==> src/rtl/cic_decim_ctrl_pkg.sv <==
// Shared definitions for the CIC decimation sequencer.
//   cic_state_t     : sequencer FSM encoding (also exported on state_o)
//   CIC_*           : default parameter values for the controller
//   ratio_in_range  : legality check for a requested decimation ratio
package cic_ctrl_pkg;

  typedef enum logic [1:0] {
    IDLE   = 2'd0,
    CLEAR  = 2'd1,
    WARMUP = 2'd2,
    RUN    = 2'd3
  } cic_state_t;

  localparam int CIC_R_MAX     = 64;
  localparam int CIC_R_DEFAULT = 8;
  localparam int CIC_N_STAGES  = 3;

  function automatic logic ratio_in_range(input int r, input int r_max);
    return (r >= 1) && (r <= r_max);
  endfunction

endpackage

==> src/rtl/cic_phase_counter.sv <==
// Tick-driven modulo-R phase counter for the CIC sequencer.
//   clock, nreset : clock and asynchronous active-low reset
//   clr           : synchronous clear of phase and boundary
//   tick          : advance strobe (already gated by the caller)
//   ratio_q       : active decimation ratio R (1..R_MAX)
//   phase         : position within the decimation period, 0..R-1
//   boundary      : registered one-cycle pulse, the cycle after a wrapping tick
module cic_phase_counter #(
  parameter int RW = 7
) (
  input  logic          clock,
  input  logic          nreset,
  input  logic          clr,
  input  logic          tick,
  input  logic [RW-1:0] ratio_q,
  output logic [RW-1:0] phase,
  output logic          boundary
);

  logic [RW-1:0] last;
  logic          wrap;

  assign last = ratio_q - RW'(1);
  // >= rather than == so a phase left beyond the period still wraps.
  assign wrap = (phase >= last);

  always_ff @(posedge clock or negedge nreset) begin
    if (!nreset) begin
      phase    <= '0;
      boundary <= 1'b0;
    end else if (clr) begin
      phase    <= '0;
      boundary <= 1'b0;
    end else begin
      boundary <= tick && wrap;
      if (tick) begin
        phase <= wrap ? '0 : phase + RW'(1);
      end
    end
  end

endmodule

==> src/rtl/cic_decim_ctrl.sv <==
// Sequencer for the CIC decimation datapath.
// Turns sample_tick into integrator/comb advance strobes, discards the first
// N_STAGES decimated outputs after every clear, and offers each result to the
// consumer with a valid/ready handshake. Ratio changes are deferred to a
// decimation boundary and followed by a datapath clear.
//   clock, nreset : clock and asynchronous active-low reset
//   enable        : run request (level)
//   sample_tick   : one-cycle input sample strobe
//   ratio         : requested decimation ratio
//   ratio_load    : one-cycle request to adopt ratio
//   out_ready     : consumer accepts the current result
//   integ_en      : integrator advance, tick + 1
//   comb_en       : comb advance, boundary tick + 2
//   stage_clr     : datapath clear, high for the single CLEAR cycle
//   out_valid     : decimated result available (RUN only), boundary tick + 3
//   overrun       : sticky, a result was overwritten before acceptance
//   phase         : position within the decimation period
//   state_o       : FSM state
module cic_decim_ctrl
  import cic_ctrl_pkg::*;
#(
  parameter  int R_MAX     = CIC_R_MAX,
  parameter  int R_DEFAULT = CIC_R_DEFAULT,
  parameter  int N_STAGES  = CIC_N_STAGES,
  localparam int RW        = $clog2(R_MAX + 1)
) (
  input  logic          clock,
  input  logic          nreset,
  input  logic          enable,
  input  logic          sample_tick,
  input  logic [RW-1:0] ratio,
  input  logic          ratio_load,
  input  logic          out_ready,
  output logic          integ_en,
  output logic          comb_en,
  output logic          stage_clr,
  output logic          out_valid,
  output logic          overrun,
  output logic [RW-1:0] phase,
  output logic [1:0]    state_o
);

  localparam int WW = (N_STAGES > 1) ? $clog2(N_STAGES) : 1;

  cic_state_t    state;
  cic_state_t    state_nx;
  logic [RW-1:0] ratio_q;
  logic [RW-1:0] pend_val;
  logic          pend;
  logic [WW-1:0] warm_cnt;
  logic          boundary;

  logic active;
  logic flush;
  logic clr_entry;
  logic load_ok;
  logic set_ev;
  logic cnt_tick;
  logic warm_last;

  assign active    = (state == WARMUP) || (state == RUN);
  // Anything leaving the sequencing states drops the in-flight pipeline.
  assign flush     = (state_nx == IDLE) || (state_nx == CLEAR);
  assign clr_entry = (state_nx == CLEAR) && (state != CLEAR);
  assign load_ok   = ratio_load && ratio_in_range(int'(ratio), R_MAX);
  assign set_ev    = comb_en && (state == RUN);
  assign cnt_tick  = sample_tick && active;
  assign warm_last = (warm_cnt == WW'(N_STAGES - 1));

  assign stage_clr = (state == CLEAR);
  assign state_o   = state;

  cic_phase_counter #(
    .RW(RW)
  ) u_phase (
    .clock   (clock),
    .nreset  (nreset),
    .clr     (flush),
    .tick    (cnt_tick),
    .ratio_q (ratio_q),
    .phase   (phase),
    .boundary(boundary)
  );

  // State register
  always_ff @(posedge clock or negedge nreset) begin
    if (!nreset) begin
      state <= IDLE;
    end else begin
      state <= state_nx;
    end
  end

  // Next-state logic; a pending ratio turns the boundary comb_en into a clear.
  always_comb begin
    state_nx = state;
    unique case (state)
      IDLE:    if (enable) state_nx = CLEAR;
      CLEAR:   state_nx = WARMUP;
      WARMUP: begin
        if (comb_en) begin
          if (pend)           state_nx = CLEAR;
          else if (warm_last) state_nx = RUN;
        end
      end
      RUN:     if (comb_en && pend) state_nx = CLEAR;
      default: state_nx = IDLE;
    endcase
    if (!enable) state_nx = IDLE;
  end

  // Strobe pipeline: tick -> integ_en (+1); boundary (+1) -> comb_en (+2)
  always_ff @(posedge clock or negedge nreset) begin
    if (!nreset) begin
      integ_en <= 1'b0;
      comb_en  <= 1'b0;
    end else begin
      integ_en <= !flush && cnt_tick;
      comb_en  <= !flush && boundary;
    end
  end

  // Warm-up counter: comb outputs seen since the last clear
  always_ff @(posedge clock or negedge nreset) begin
    if (!nreset) begin
      warm_cnt <= '0;
    end else if (clr_entry) begin
      warm_cnt <= '0;
    end else if (comb_en && (state == WARMUP)) begin
      warm_cnt <= warm_cnt + WW'(1);
    end
  end

  // Result handshake and sticky overrun
  always_ff @(posedge clock or negedge nreset) begin
    if (!nreset) begin
      out_valid <= 1'b0;
      overrun   <= 1'b0;
    end else if (flush) begin
      out_valid <= 1'b0;
      if (clr_entry) overrun <= 1'b0;
    end else if (set_ev) begin
      out_valid <= 1'b1;
      if (out_valid && !out_ready) overrun <= 1'b1;
    end else if (out_valid && out_ready) begin
      out_valid <= 1'b0;
    end
  end

  // Ratio register and pending request. A new load in the same cycle as the
  // clear entry is written after the pending value is consumed, so it wins.
  always_ff @(posedge clock or negedge nreset) begin
    if (!nreset) begin
      ratio_q  <= RW'(R_DEFAULT);
      pend_val <= RW'(R_DEFAULT);
      pend     <= 1'b0;
    end else begin
      if (clr_entry && pend) begin
        ratio_q <= pend_val;
        pend    <= 1'b0;
      end
      if (load_ok) begin
        if (state == IDLE) begin
          ratio_q <= ratio;
          pend    <= 1'b0;
        end else begin
          pend_val <= ratio;
          pend     <= 1'b1;
        end
      end
    end
  end

endmodule

==> config.mk <==
export PLATFORM = sky130hd
export DESIGN_NAME = cic_decim_ctrl
export DESIGN_NICKNAME = d
export VERILOG_FILES = /design/src/rtl/cic_decim_ctrl_pkg.sv /design/src/rtl/cic_phase_counter.sv /design/src/rtl/cic_decim_ctrl.sv
export SDC_FILE = /design/constraint.sdc
export NUM_CORES = 1
export LEC_CHECK = 0
export BUFFER_PORTS_ARGS = -buffer_cell sky130_fd_sc_hd__buf_2
export CORE_UTILIZATION = 32
export DETAILED_ROUTE_END_ITERATION = 6
export PLACE_DENSITY = 0.64
export SLEW_MARGIN = 10
export SYNTH_ARGS = -nofsm -noshare
export SYNTH_HDL_FRONTEND = slang
export SYNTH_SLANG_ARGS = --single-unit
==> constraint.sdc <==
create_clock -name clock -period 2.2 [get_ports clock]
set_input_delay 0.22 -clock clock [delete_from_list [all_inputs] [get_ports clock]]
set_output_delay 0.22 -clock clock [all_outputs]
set_load 0.005 [all_outputs]
Yosys cells after proc, flatten, opt, wreduce, memory -nomap -nowiden
Cells that the tools add are included.

Register bits: 31. Input port bits: 13. Output and inout bits: 14. Word-level logic and storage cells: 77.

$add $sub $neg: 3. Order comparisons: 3. Equality and inequality tests: 7. Mux-type cells: 25. Bitwise logic cells: 1. Reduce and logical (&&, ||, !) cells: 27.

Operators by type and width (number): 7-bit 2-to-1 mux (6); 2-bit 2-to-1 mux (7); 1-bit logical AND (13); 1-bit 2-to-1 mux (11); 2-bit nonzero test (5); 2-bit one-hot mux with 4 select lines (1); 7-bit by 1-bit adder with 7-bit output, second input constant (1); 7-bit by 1-bit greater-or-equal comparator with 1-bit output, second input constant (1); 7-bit greater-or-equal comparator (1); 7-bit less-or-equal comparator, second input constant (1); 7-bit by 1-bit subtractor with 7-bit output, second input constant (1); 2-bit == test, second input constant (3); 2-bit by 1-bit == test with 1-bit output, second input constant (2); 2-bit zero test (2); 2-bit by 1-bit != test with 1-bit output, second input constant (2); 3-bit AND reduction (1); 3-bit nonzero test (1); 2-bit by 1-bit adder with 2-bit output, second input constant (1); 1-bit zero test (2); 1-bit logical OR (2); 2-bit AND reduction (1); 1-bit NOT (1).

Longest topological paths before layout
Depth after elaboration: 12. Mapped depth: 11.

Cells and area by module
From an unflattened synthesis, not the netlist that was laid out.

Cell total of the unflattened synthesis: 173. Area, all modules: 1859.3 um^2.

Modules (own cells, without submodules): cic_decim_ctrl (instances 1, cells an instance 97, area an instance 1158.6 um^2, seq. area each 578.1 um^2); cic_phase_counter (instances 1, cells an instance 76, area an instance 700.7 um^2, seq. area each 200.2 um^2).

Worst setup path after synthesis
No wires, ideal clock.

Path type: register -> register. From: reg ratio_q[0]. To: reg u_phase.phase[3]. Library setup time: 0.082 ns. Data arrival time: 2.177 ns. Slack: -0.059 ns. Stages on the path, launching flop included: 12. Period minus slack after synthesis: 2.259 ns. Cells stage by stage: dfrtp_1 > inv_1 > ha_1 > nand2_1 > xor2_1 > ha_1 > a211oi_1 > nor2_1 > a211oi_1 > buf_2 > nand3b_1 > a31oi_1.

Cells in the longest elaborated chain, start to end: 5.

Ends and longest elaborated chain: start: declaration (RTL line cic_decim_ctrl.sv:47) `logic [RW-1:0] ratio_q;`; start signal: assignment (RTL line cic_decim_ctrl.sv:154) `ratio_q <= RW'(R_DEFAULT);`; start signal: assignment (RTL line cic_decim_ctrl.sv:159) `ratio_q <= pend_val;`; start signal: assignment (RTL line cic_decim_ctrl.sv:164) `ratio_q <= ratio;`; 7-bit by 1-bit subtractor with 7-bit output (RTL line cic_phase_counter.sv:23) `assign last = ratio_q - RW'(1);`; 7-bit greater-or-equal comparator (RTL line cic_phase_counter.sv:25) `assign wrap = (phase >= last);`; 7-bit 2-to-1 mux (RTL line cic_phase_counter.sv:37) `phase <= wrap ? '0 : phase + RW'(1);`; 7-bit 2-to-1 mux (RTL line cic_phase_counter.sv:36) `if (tick) begin`; 7-bit 2-to-1 mux (RTL line cic_phase_counter.sv:31) `end else if (clr) begin`; end signal: assignment (RTL line cic_phase_counter.sv:37); end: declaration (RTL line cic_phase_counter.sv:16) `output logic [RW-1:0] phase,`.

Every way passes these cells. The select of a mux whose other input is x is not followed. A chain may end at the register's enable or synchronous reset.

Worst setup path after layout
From: reg ratio_q[3]. To: reg u_phase.phase[4].

Same word-level chain as after synthesis.

==> flow_metrics.tcl <==
set metrics [dict create \
    outcome "completed" \
    die_w_um 75.11 \
    syn_area_mm2 0.001710 \
    power_density_mw_per_mm2 886.6 \
    synth_commonest_cells "dfrtp_1 (29), mux2_2 (14), ha_1 (10)" \
    synth-main-ff-cell "dfrtp_1" \
    ys_types 37 \
    syn_to_final_growth_pct 25.31 \
    fin_ws_ns 0.04034 \
    grt_max_degree 32 \
    gr-total-overflow 0 \
    path_clk_slew_ns 0.07 \
    multiInputGateArea_um2 914.6 \
    vdd_ir_drop_max_mv 0.5105 \
    crit_fanout 5 \
    fmax_mhz 463.0 \
    setup_violations 0 \
    grt_pass1_wl_mm 5.651 \
    dieArea_mm2 0.005642 \
    dp_hpwl_mm 2.508 \
    hold_path_class "primary input to register" \
    cp_num_buf_inv 1 \
    drv_slew 0 \
    path_cells "nor2_1 > nand2_1 > xor2_1 > ha_1 > a211oi_2 > nor2_1 > a211oi_2 > buf_4 > nand3b_1 > a31oi_1" \
    ioPinCount 27 \
    period_needed_ns 2.160 \
    synth_nets 176 \
    port_buffers 26 \
    hold_violations 0 \
    yosys_warnings 0 \
    crit_path_max_incr_delay_ns 0.59 \
    final.setup_skew_ns 0.009726 \
    antenna_found_initial 0 \
    p_total_uw 1900 \
    cts_buffer_depth 2 \
    drc 0 \
    core_area_mm2 0.005140 \
    root_buffer "clkbuf_8" \
    cp-start-kind "register" \
    pre_cts_slack_ns 0.03872 \
    cap_violations 0 \
    yosysTopAreaCell "dfrtp_1" \
    endpoint_kind "register" \
    rows 26 \
    cpMaxStageDelayCell "dfstp_2" \
    period_share_pct 98.17 \
    start_util_pct 33.28 \
    power.internal_uw 1295 \
    synth-async-reset-ratio_pct 100.0 \
    nets 218 \
    path_class "register to register" \
    pwr-share-comb_pct 34.5 \
    synth-seq-cells 31 \
    rsz0062_at_grt "true" \
    fill_cells 525 \
    dr.pass1.iters 4 \
    synth_edf_count 0 \
    antenna_cells 0 \
    cts_htree_levels 2 \
    drt.antenna.violating_nets 0 \
    clkSinkCount 31 \
    synth_area_leaders "dfrtp_1 (42%), mux2_2 (9.2%), ha_1 (7.3%)" \
    required_ns 2.42 \
    regArea_um2 779.5 \
    avgRoutedWirePerCell_um 13.03 \
    p_sw_share_pct 31.84 \
    vias 1282 \
    crit_arrival_ns 2.37 \
    cp_top_family "compound AO/OA/AOI/OAI gates" \
    grt_pass1_vias 1215 \
    synth-seq-area-share_pct 45.50 \
    drtIter0Drc 60 \
    grt_usage_pct 13.65 \
    pwr-share-seq_pct 41.7 \
    synth.avg_cell_area_um2 11.18 \
    power_frac_clock_pct 23.8 \
    synthMostInstantiatedCell "dfrtp_1" \
    chipHeight_um 75.11 \
    wl_mm 3.465 \
    vias_per_cell 4.820 \
    cts_tree "done" \
    gp_congestion 0.8024 \
    switchingPower_uw 605.0 \
    synthCells 153 \
    leakagePower_uw 0.0009985 \
    synth_top_area_share_pct 42.43 \
    insertion_delay_ns 0.29 \
    max_slew_margin_pct 53.70 \
    setup-tns-final_ns 0 \
    cts_made_buffers 5 \
    worst_pin_slew_ns 0.6944 \
    drive_above_1_share_pct 40.82 \
]
## per-layer routing
metal | track usage, % | share of wire (%) | vias up
met4 | 7.757 | 2.8 | 0
met3 | 4.150 | 4.1 | 10
met2 | 19.82 | 42 | 30
met5 | 0 | 0 | -
met1 | 18.00 | 51 | 600
li1 | - | - | 642
## layout by cell type (no fill, tap or decap), drive strengths merged, types with 3 or more instances in the layout
cell type,n
nand2,6
buf,38
nor2,7
nand3,8
mux2,21
nor3,4
ha,10
o21ai,6
xor2,3
xnor2,3
dfrtp,29
a211oi,3
a21oi,4
inv,7
clkbuf,5
nand3b,5
and3,5
a31oi,9
## cells by family after synthesis
group / count (synthesis) / synth area share [%]
multiplexers: 21 / 15.36
flip-flops: 31 / 45.50
adder cells (fa/ha/maj): 10 / 7.315
XOR/XNOR: 6 / 3.073
AO/OA/AOI/OAI: 27 / 10.02
AND/OR/NAND/NOR: 47 / 15.73
buffers and inverters: 11 / 2.999
## power groups by stage
stage	logic (µW)	registers [µW]	clock network, µW
2_1_floorplan	427	763	0
6_report	656	793	452
4_1_cts	576	776	466
3_5_place_dp	572	785	0
3_3_place_gp	554	781	0
5_1_grt	725	806	485
## metrics by stage
| step | hold WS (ns) | instances | util (%) | cell area, µm² |
|---|---|---|---|---|
| after floorplan | -0.07559 | 153 | - | 1715 |
| after global placement | 0.3052 | 252 | 38.39 | 1973 |
| after detailed placement | 0.3134 | 252 | 38.39 | 1973 |
| after CTS | 0.1820 | 261 | 40.31 | 2072 |
| after global routing | 0.1908 | 266 | 41.70 | 2143 |
| final | 0.1872 | 266 | 41.70 | 2143 |
## timing repair
| item | in CTS | in global routing |
|---|---|---|
| hold buffers | 1 | 0 |
| resized for setup | 0 | 13 |
| endpoints found under the setup margin | 0 | 7 |
| endpoints found under the hold margin | 11 | 0 |
| setup buffers | 0 | 4 |
## state kept, by name (all words and copies together), names as in the netlist
signal	flops
pend_val	7
ratio_q	7
u_phase.phase	7
state_o	2
warm_cnt	2
comb_en	1
integ_en	1
out_valid	1
overrun	1
pend	1
u_phase.boundary	1
## cell type report
type                    count  area share [%]
multi-input cells         111           42.67
clock buffers               5           3.211
inverters                   7           1.226
flip-flops and latches     31           36.37
well taps                  70           4.086
repair buffers             39           11.50
clock inverters             3          0.9340
## final timing paths
kind                                  start                to  depth (start not counted)  slack [ns]
max reg2reg                      ratio_q[3]  u_phase.phase[4]                         10        0.04
min reg2reg                u_phase.boundary           comb_en                          1        0.48
max in group asynchronous            nreset        ratio_q[2]                          2        1.21
min                                ratio[5]       pend_val[5]                          2        0.19
max                              ratio_q[3]  u_phase.phase[4]                         10        0.04
min in group asynchronous            nreset        state_o[0]                          2        0.50
Power figures use the tool's default switching activity.
